==> src/rtl/leds_controller.sv <==
// rtl/leds_controller.sv - memory-mapped LED pattern sequencer (static/blink/rotate/bounce)
module leds_controller #(
    parameter logic [15:0] DEFAULT_PERIOD = 16'd49999
) (
    input  logic        clk,
    input  logic        reset,
    input  logic        cs,
    input  logic [1:0]  data_m_addr,
    input  logic [15:0] data_m_data_in,
    output logic [15:0] data_m_data_out,
    input  logic        data_m_access,
    output logic        data_m_ack,
    input  logic        data_m_wr_en,
    input  logic [1:0]  data_m_bytesel,
    output logic [15:0] leds_val
);

    localparam logic [1:0] ADDR_VALUE  = 2'd0;
    localparam logic [1:0] ADDR_CTRL   = 2'd1;
    localparam logic [1:0] ADDR_PERIOD = 2'd2;
    localparam logic [1:0] ADDR_STATUS = 2'd3;

    localparam logic [1:0] MODE_STATIC = 2'd0;
    localparam logic [1:0] MODE_BLINK  = 2'd1;
    localparam logic [1:0] MODE_ROTATE = 2'd2;
    localparam logic [1:0] MODE_BOUNCE = 2'd3;

    logic [15:0] value_q, value_d;
    logic [2:0]  ctrl_q, ctrl_d;
    logic [15:0] period_q, period_d;
    logic [15:0] presc_q, presc_d;
    logic [15:0] tick_count_q, tick_count_d;
    logic [15:0] pattern_q, pattern_d;
    logic        phase_q, phase_d;
    logic [3:0]  pos_q, pos_d;
    logic        dir_q, dir_d;
    logic [15:0] leds_q, leds_d;
    logic [15:0] rdata_q, rdata_d;
    logic        ack_q, ack_d;

    logic        access;
    logic        wr;
    logic        wr_value;
    logic        wr_ctrl;
    logic        wr_period;
    logic        mode_change;
    logic        restart;
    logic        run;
    logic        tick;

    function automatic logic [15:0] merge_bytes(input logic [15:0] old_val,
                                                input logic [15:0] new_val,
                                                input logic [1:0]  bytesel);
        logic [15:0] r;
        r = old_val;
        if (bytesel[1]) r[15:8] = new_val[15:8];
        if (bytesel[0]) r[7:0]  = new_val[7:0];
        return r;
    endfunction

    always_comb begin
        access    = cs & data_m_access;
        wr        = access & data_m_wr_en;
        wr_value  = wr & (data_m_addr == ADDR_VALUE) & (|data_m_bytesel);
        wr_ctrl   = wr & (data_m_addr == ADDR_CTRL) & data_m_bytesel[0];
        wr_period = wr & (data_m_addr == ADDR_PERIOD) & (|data_m_bytesel);

        value_d  = wr_value ? merge_bytes(value_q, data_m_data_in, data_m_bytesel) : value_q;
        ctrl_d   = wr_ctrl ? data_m_data_in[2:0] : ctrl_q;
        period_d = wr_period ? merge_bytes(period_q, data_m_data_in, data_m_bytesel) : period_q;

        mode_change = wr_ctrl & (data_m_data_in[1:0] != ctrl_q[1:0]);
        restart     = wr_value | mode_change;
        run         = ctrl_q[2];
        // A tick landing on a restart or PERIOD write is dropped, not deferred.
        tick        = run & (presc_q == 16'd0) & ~restart & ~wr_period;
    end

    always_comb begin
        presc_d = presc_q;
        if (wr_period) begin
            presc_d = period_d;
        end else if (restart) begin
            presc_d = period_q;
        end else if (run) begin
            presc_d = (presc_q == 16'd0) ? period_q : presc_q - 16'd1;
        end
        tick_count_d = tick ? tick_count_q + 16'd1 : tick_count_q;
    end

    always_comb begin
        pattern_d = pattern_q;
        phase_d   = phase_q;
        pos_d     = pos_q;
        dir_d     = dir_q;
        if (restart) begin
            pattern_d = value_d;
            phase_d   = 1'b1;
            pos_d     = 4'd0;
            dir_d     = 1'b0;
        end else if (tick) begin
            case (ctrl_q[1:0])
                MODE_BLINK:  phase_d   = ~phase_q;
                MODE_ROTATE: pattern_d = {pattern_q[14:0], pattern_q[15]};
                MODE_BOUNCE: begin
                    // dir_q=0 walks up; endpoints reflect so neither is shown twice.
                    if (!dir_q) begin
                        if (pos_q == 4'd15) begin
                            dir_d = 1'b1;
                            pos_d = 4'd14;
                        end else begin
                            pos_d = pos_q + 4'd1;
                        end
                    end else begin
                        if (pos_q == 4'd0) begin
                            dir_d = 1'b0;
                            pos_d = 4'd1;
                        end else begin
                            pos_d = pos_q - 4'd1;
                        end
                    end
                end
                default: ;
            endcase
        end
    end

    always_comb begin
        leds_d = value_q;
        case (ctrl_q[1:0])
            MODE_STATIC: leds_d = value_q;
            MODE_BLINK:  leds_d = phase_q ? value_q : 16'h0000;
            MODE_ROTATE: leds_d = pattern_q;
            MODE_BOUNCE: leds_d = 16'h0001 << pos_q;
            default:     leds_d = value_q;
        endcase
    end

    always_comb begin
        rdata_d = 16'h0000;
        if (access) begin
            case (data_m_addr)
                ADDR_VALUE:  rdata_d = value_q;
                ADDR_CTRL:   rdata_d = {13'd0, ctrl_q};
                ADDR_PERIOD: rdata_d = period_q;
                ADDR_STATUS: rdata_d = tick_count_q;
                default:     rdata_d = 16'h0000;
            endcase
        end
        ack_d = access;
    end

    always_ff @(posedge clk) begin
        if (reset) begin
            value_q      <= 16'h0000;
            ctrl_q       <= 3'd0;
            period_q     <= DEFAULT_PERIOD;
            presc_q      <= DEFAULT_PERIOD;
            tick_count_q <= 16'h0000;
            pattern_q    <= 16'h0000;
            phase_q      <= 1'b1;
            pos_q        <= 4'd0;
            dir_q        <= 1'b0;
            leds_q       <= 16'h0000;
            rdata_q      <= 16'h0000;
            ack_q        <= 1'b0;
        end else begin
            value_q      <= value_d;
            ctrl_q       <= ctrl_d;
            period_q     <= period_d;
            presc_q      <= presc_d;
            tick_count_q <= tick_count_d;
            pattern_q    <= pattern_d;
            phase_q      <= phase_d;
            pos_q        <= pos_d;
            dir_q        <= dir_d;
            leds_q       <= leds_d;
            rdata_q      <= rdata_d;
            ack_q        <= ack_d;
        end
    end

    assign leds_val        = leds_q;
    assign data_m_data_out = rdata_q;
    assign data_m_ack      = ack_q;

endmodule

==> config.mk <==
export PLATFORM = sky130hd
export DESIGN_NAME = leds_controller
export DESIGN_NICKNAME = d
export VERILOG_FILES = /design/src/rtl/leds_controller.sv
export SDC_FILE = /design/constraint.sdc
export NUM_CORES = 1
export LEC_CHECK = 0
export CAP_MARGIN = 20
export CORE_MARGIN = 5
export CORE_UTILIZATION = 54
export CTS_CLUSTER_DIAMETER = 60
export DETAILED_ROUTE_END_ITERATION = 16
export GPL_TIMING_DRIVEN = 0
export PLACE_DENSITY = 0.84
export SLEW_MARGIN = 25
export SYNTH_ARGS = -nofsm -noshare
export SYNTH_HDL_FRONTEND = slang
export SYNTH_SLANG_ARGS = --single-unit
==> constraint.sdc <==
create_clock -name clk -period 4.2 [get_ports clk]
set_input_delay 0.63 -clock clk [delete_from_list [all_inputs] [get_ports clk]]
set_output_delay 0.63 -clock clk [all_outputs]
set_load 0.01 [all_outputs]
* Word level (Yosys, flattened, before mapping) *
Index checks and enable logic that the tools add are counted.

word-level totals
  input port bits = 25
  register bits after elaboration = 122
  word-level logic and storage cells = 77

operators by class
  reductions and logical operators = 13
  add/sub/neg operators = 4
  mux-type cells = 22
  shifts and indexed selects = 1
  eq/ne operators = 8
  bitwise operators = 17

operator list
  cell                   number
  $mux 16                10
  $pmux 16 s4            2
  $mux 8                 4
  $add 16x1->16 const B  1
  $logic_not 16->1       1
  $shl 1x4->16 const A   1
  $sub 16x1->16 const B  1
  $and 1x1->1            12
  $mux 4                 3
  $eq 2x2->1 const B     4
  $reduce_and 2->1       3
  $reduce_or 2->1        3
  $add 4x1->4 const B    1
  $eq 2x1->1 const B     2
  $eq 4x4->1 const B     1
  $logic_not 2->1        2
  $logic_not 4->1        1
  $not 1->1              4
  $reduce_bool 2->1      2
  $sub 4x1->4 const B    1
  $mux 1                 3
  $reduce_bool 3->1      1
  $ne 2x2->1             1
  $or 1x1->1             1

* Logic depth before layout (Yosys ltp) *
  depth in word-level cells = 11
  depth in mapped cells = 9
  mapped depth without buffers = 7

* Least setup slack after synthesis *
No wires, ideal clock.

  path kind = reg2reg
  start = register presc_q[4]
  end = register tick_count_q[10]
  data arrival time = 2.808 ns
  period minus slack after synthesis = 2.878 ns
  cell stages (with the launch flop) = 10
  data required time = 4.130 ns
  slack = 1.322 ns
  cells stage by stage = dfxtp_1 buf_6 or4_4 buf_6 or4_4 buf_6 or4_4 buf_6 or3_1 a21oi_1

on the way
  longest elaborated chain between the ends = 4

RTL lines
  what                      line  source
  from (decl)               31    logic [15:0] presc_q, presc_d;
  from (signal assigned)    171   presc_q <= presc_d;
  $logic_not 16->1          76    tick = run & (presc_q == 16'd0) & ~restart & ~wr_period;
  $and 1x1->1 (3 in a row)  76
  to (signal assigned)      172   tick_count_q <= tick_count_d;
  to (decl)                 32    logic [15:0] tick_count_q, tick_count_d;

Every way passes these cells.
A chain may end at the register's enable or synchronous reset.

* Worst setup path after layout *
  start = register presc_q[4]
  end = register pos_q[0]

on the way
  longest elaborated chain between the ends = 5

RTL lines
  what                               line  source
  $logic_not 16->1                   76
  $and 1x1->1 (3 in a row)           76
  $reduce_and 2->1 (no source line)  -
  to (signal assigned)               175   pos_q <= pos_d;
  to (decl)                          35    logic [3:0] pos_q, pos_d;

Every way passes these cells.

==> PnR_summary.wiki <==
{| class="wikitable"
! Metric !! Value
|-
| Dominant cell type by area after synthesis || dfxtp_1
|-
| Antenna diode count || 0
|-
| Post-synth cell types || approximately 60
|-
| Final hold slack || between 400 and 500 ps
|-
| Weighted congestion at the end of routability-driven global placement || 0.970
|-
| Fin util || between 60% and 70%
|-
| Area share of the largest cell type after synthesis || roughly two fifths
|-
| Mean area per synthesized cell || around 8.7 um2
|-
| Switching part of the total power || 22.6%
|-
| Count of cells resized by post-cts repair || 0
|-
| Reported net switching power || 0.624 mW
|-
| PD cells || 373 nW/um2
|-
| Final WL || between 15000 and 20000 um
|-
| Maximum vdd ir drop || a little over 0.4 mV
|-
| Overall Power || 2.75 mW
|-
| Worst-case clock buffer depth || 2
|-
| Ys flop type || dfxtp_1
|-
| Fraction of the yosys area taken by sequential cells || between 40% and 50%
|-
| Total placed cells including tap cells || roughly 900
|-
| CP startpoint kind || register
|-
| First-pass GRT wire length || slightly above 30000 um
|-
| Flops & latches, synth || 122
|-
| Setup repair bufs after CTS || 0
|-
| Type of destination of the critical path || register
|-
| Iter 0 DRT Violations || 782
|-
| Part of the power in combinational logic || roughly 6%
|-
| Fraction of layout instances using a drive strength above 1 || 10.4%
|-
| F_max || 299 MHz
|-
| Clock buffer count from CTS || 17
|-
| Number of detailed-route iterations in the first pass || 5
|-
| Setup repair after global routing missed its margin || false
|-
| Most instantiated cells after synthesis || dfxtp_1 (122), nor2_1 (75), nand2_1 (45)
|-
| Internal power contribution || 2.13 mW
|-
| Top-level port count || 58
|-
| Async SR Flop Fraction || 0%
|-
| Number of flops mapped to enable cells by yosys || 0
|-
| Layout net count || 810
|-
| Clock H-tree levels || 4
|-
| Class of the most critical hold timing path || register to register
|-
| CP required || 4520 ps
|-
| Total gr overflow || 0
|-
| Share of the cycle needed by the critical path after routing || between 70% and 80%
|-
| Floorplan row count || 38
|-
| Net count after synthesis || between 700 and 800
|-
| Peak fanout along the critical path || 10
|-
| Critical path class || register to register
|-
| Least setup slack across all paths after layout || around 850 ps
|-
| Die W || 116 um
|-
| Estimated wirelength of the detail-placed design || 14000 um
|-
| Total standard cell area after synthesis || 6070 um2
|-
| Initial cell density of the core || ~55%
|-
| Via count of the first global-routing pass || about 5.7k
|-
| Initial antenna violation count || 0
|-
| DRC violation count after routing || 0
|-
| Cells after Synth || 700
|-
| Clock latency of the later-clocked register in the worst-skew pair || 430 ps
|-
| Core Footprint || 10900 um2
|-
| Largest net degree at the start of global routing || 17
|-
| Port Buffers || 55
|-
| Count of maximum capacitance violations || 0
|-
| Count of synthesis-stage warnings from yosys || 0
|-
| Place WS || 637 ps
|-
| Placed instance area || roughly 7000 um2
|-
| Total routing resource utilization after global routing || between 20% and 30%
|-
| Portion of total power attributed to sequential cells || ~43%
|-
| Final period demand of the worst path || between 3000 and 4000 ps
|-
| Via density per instance || approximately 6.5
|-
| Clock tree from TritonCTS || yes
|-
| Layout overhead on the synthesized area || 21.8%
|-
| Final sum of negative setup slack || 0 ps
|-
| Leakage power figure || around 2.5 nW
|-
| Number of hold buffers added after CTS || 0
|-
| Setup Skew || between 8 and 9 ps
|-
| Final Max Tran Viols || 0
|-
| Post-detailed-route wirelength per cell || between 20 and 25 um
|-
| Total number of clock tree sinks || ~120
|-
| Count of final hold-check violations || 0
|-
| Number of failing setup endpoints in the final timing report || 0
|-
| Antenna Violating Nets Remaining || 0
|-
| Clock Tree Root || clkbuf_16
|-
| Clk pwr share || about half
|-
| Rel. slew slack || 28.0%
|-
| DIE AREA || 13500 um2
|-
| Leading cell type by number of instances after synthesis || dfxtp_1
|-
| Outcome || completed
|-
| Chip Height || ~120 um
|-
| Detailed-route via count || about 6k
|-
| Clk pin slew, worst setup/hold paths || 50 ps
|-
| Critical Path AT || between 3000 and 4000 ps
|-
| Layout Cell Area excl Fill || between 7000 and 8000 um2
|-
| Most area-consuming cells after synthesis || dfxtp_1 (40%), mux2_2 (5.8%), nor2_1 (4.6%), mux2i_1 (4.5%), a22oi_1 (4.0%)
|-
| Number of cells in the finished layout apart from fillers || approximately 930
|-
| Worst-margin pin slew || between 1000 and 1500 ps
|}
## layout by cell type (no fill, tap or decap), drive strengths merged, types with 6 or more instances in the layout
cell           instances
nor2                  75
a22oi                 32
o22ai                 10
mux2                  31
clkdlybuf4s50         55
a31oi                  6
clkbuf                68
buf                    8
and3                   6
o21ai                 40
clkinv                 6
nand3                 22
or4                   11
inv                   26
a211oi                 6
a21oi                 34
nand2                 45
o2bb2ai               19
nor3                  16
nand2b                 6
nor4                   9
xnor2                 11
ha                    10
dfxtp                122
or3                   15
mux2i                 27
## power by group through the flow
stage / sequential (mW) / combinational (mW) / clock [mW]
after floorplan: 1.20 / 0.0848 / 0
after global placement: 1.20 / 0.152 / 0
after detailed placement: 1.20 / 0.154 / 0
after CTS: 1.18 / 0.156 / 1.41
after global routing: 1.18 / 0.171 / 1.48
final: 1.18 / 0.161 / 1.42
## kinds of logic (layout without fill, tap and decap cells)
kind of cell               after synthesis  after routing  synth area share (%)
AOI/OAI and AO/OA                      192            192                  21.6
xor gates and xnor gates                14             14                  2.02
adders and majority gates               10             10                  2.06
buffers and inverters                   77            165                  5.28
DFF                                    122            122                  40.2
muxes                                   59             59                  10.6
and+or+nand+nor                        226            226                  18.2
## area by class of cell
| type | instances | area [um2] |
|---|---|---|
| fillers | 888 | 3540 |
| plain buffers | 50 | 219 |
| clock buffers | 25 | 515 |
| well taps | 140 | 175 |
| repair buffers | 56 | 558 |
| flip-flops and latches | 122 | 2440 |
| multi-input cells | 501 | 3320 |
| inverters | 27 | 101 |
| clock inverters | 7 | 62.6 |
## worst max-delay path, stage by stage, from the launching register on
cell,delay (ps)
dfxtp_1,300
buf_6,130
or4_4,530
buf_6,160
or4_4,490
buf_6,160
nor4_1,890
o21ai_0,250
a221oi_1,350
## flip-flops by register name, summed over array words and instances, names as in the netlist
| register | flops |
|---|---|
| data_m_data_out | 16 |
| leds_val | 16 |
| pattern_q | 16 |
| period_q | 16 |
| presc_q | 16 |
| tick_count_q | 16 |
| value_q | 16 |
| pos_q | 4 |
| ctrl_q | 3 |
| data_m_ack | 1 |
| dir_q | 1 |
| phase_q | 1 |
## path summary, 6_finish.rpt
kind | slack, ps | end | startpoint | cells past startpoint
hold / removal | 460 | pattern_q[9] | pattern_q[9] | 1
setup reg to reg | 850 | pos_q[0] | presc_q[4] | 8
setup / recovery | 850 | pos_q[0] | presc_q[4] | 8
hold reg to reg | 460 | pattern_q[9] | pattern_q[9] | 1
## metal layers
| metal | vias up | part of all wire [%] | global-route usage, % |
|---|---|---|---|
| li1 | 2731 | - | - |
| met1 | 2834 | 41 | 39.6 |
| met2 | 387 | 44 | 44.8 |
| met3 | 79 | 10 | 7.05 |
| met4 | 0 | 4.4 | 14.1 |
| met5 | - | 0 | 0 |
No activity file was read; power rests on OpenSTA's default activity.
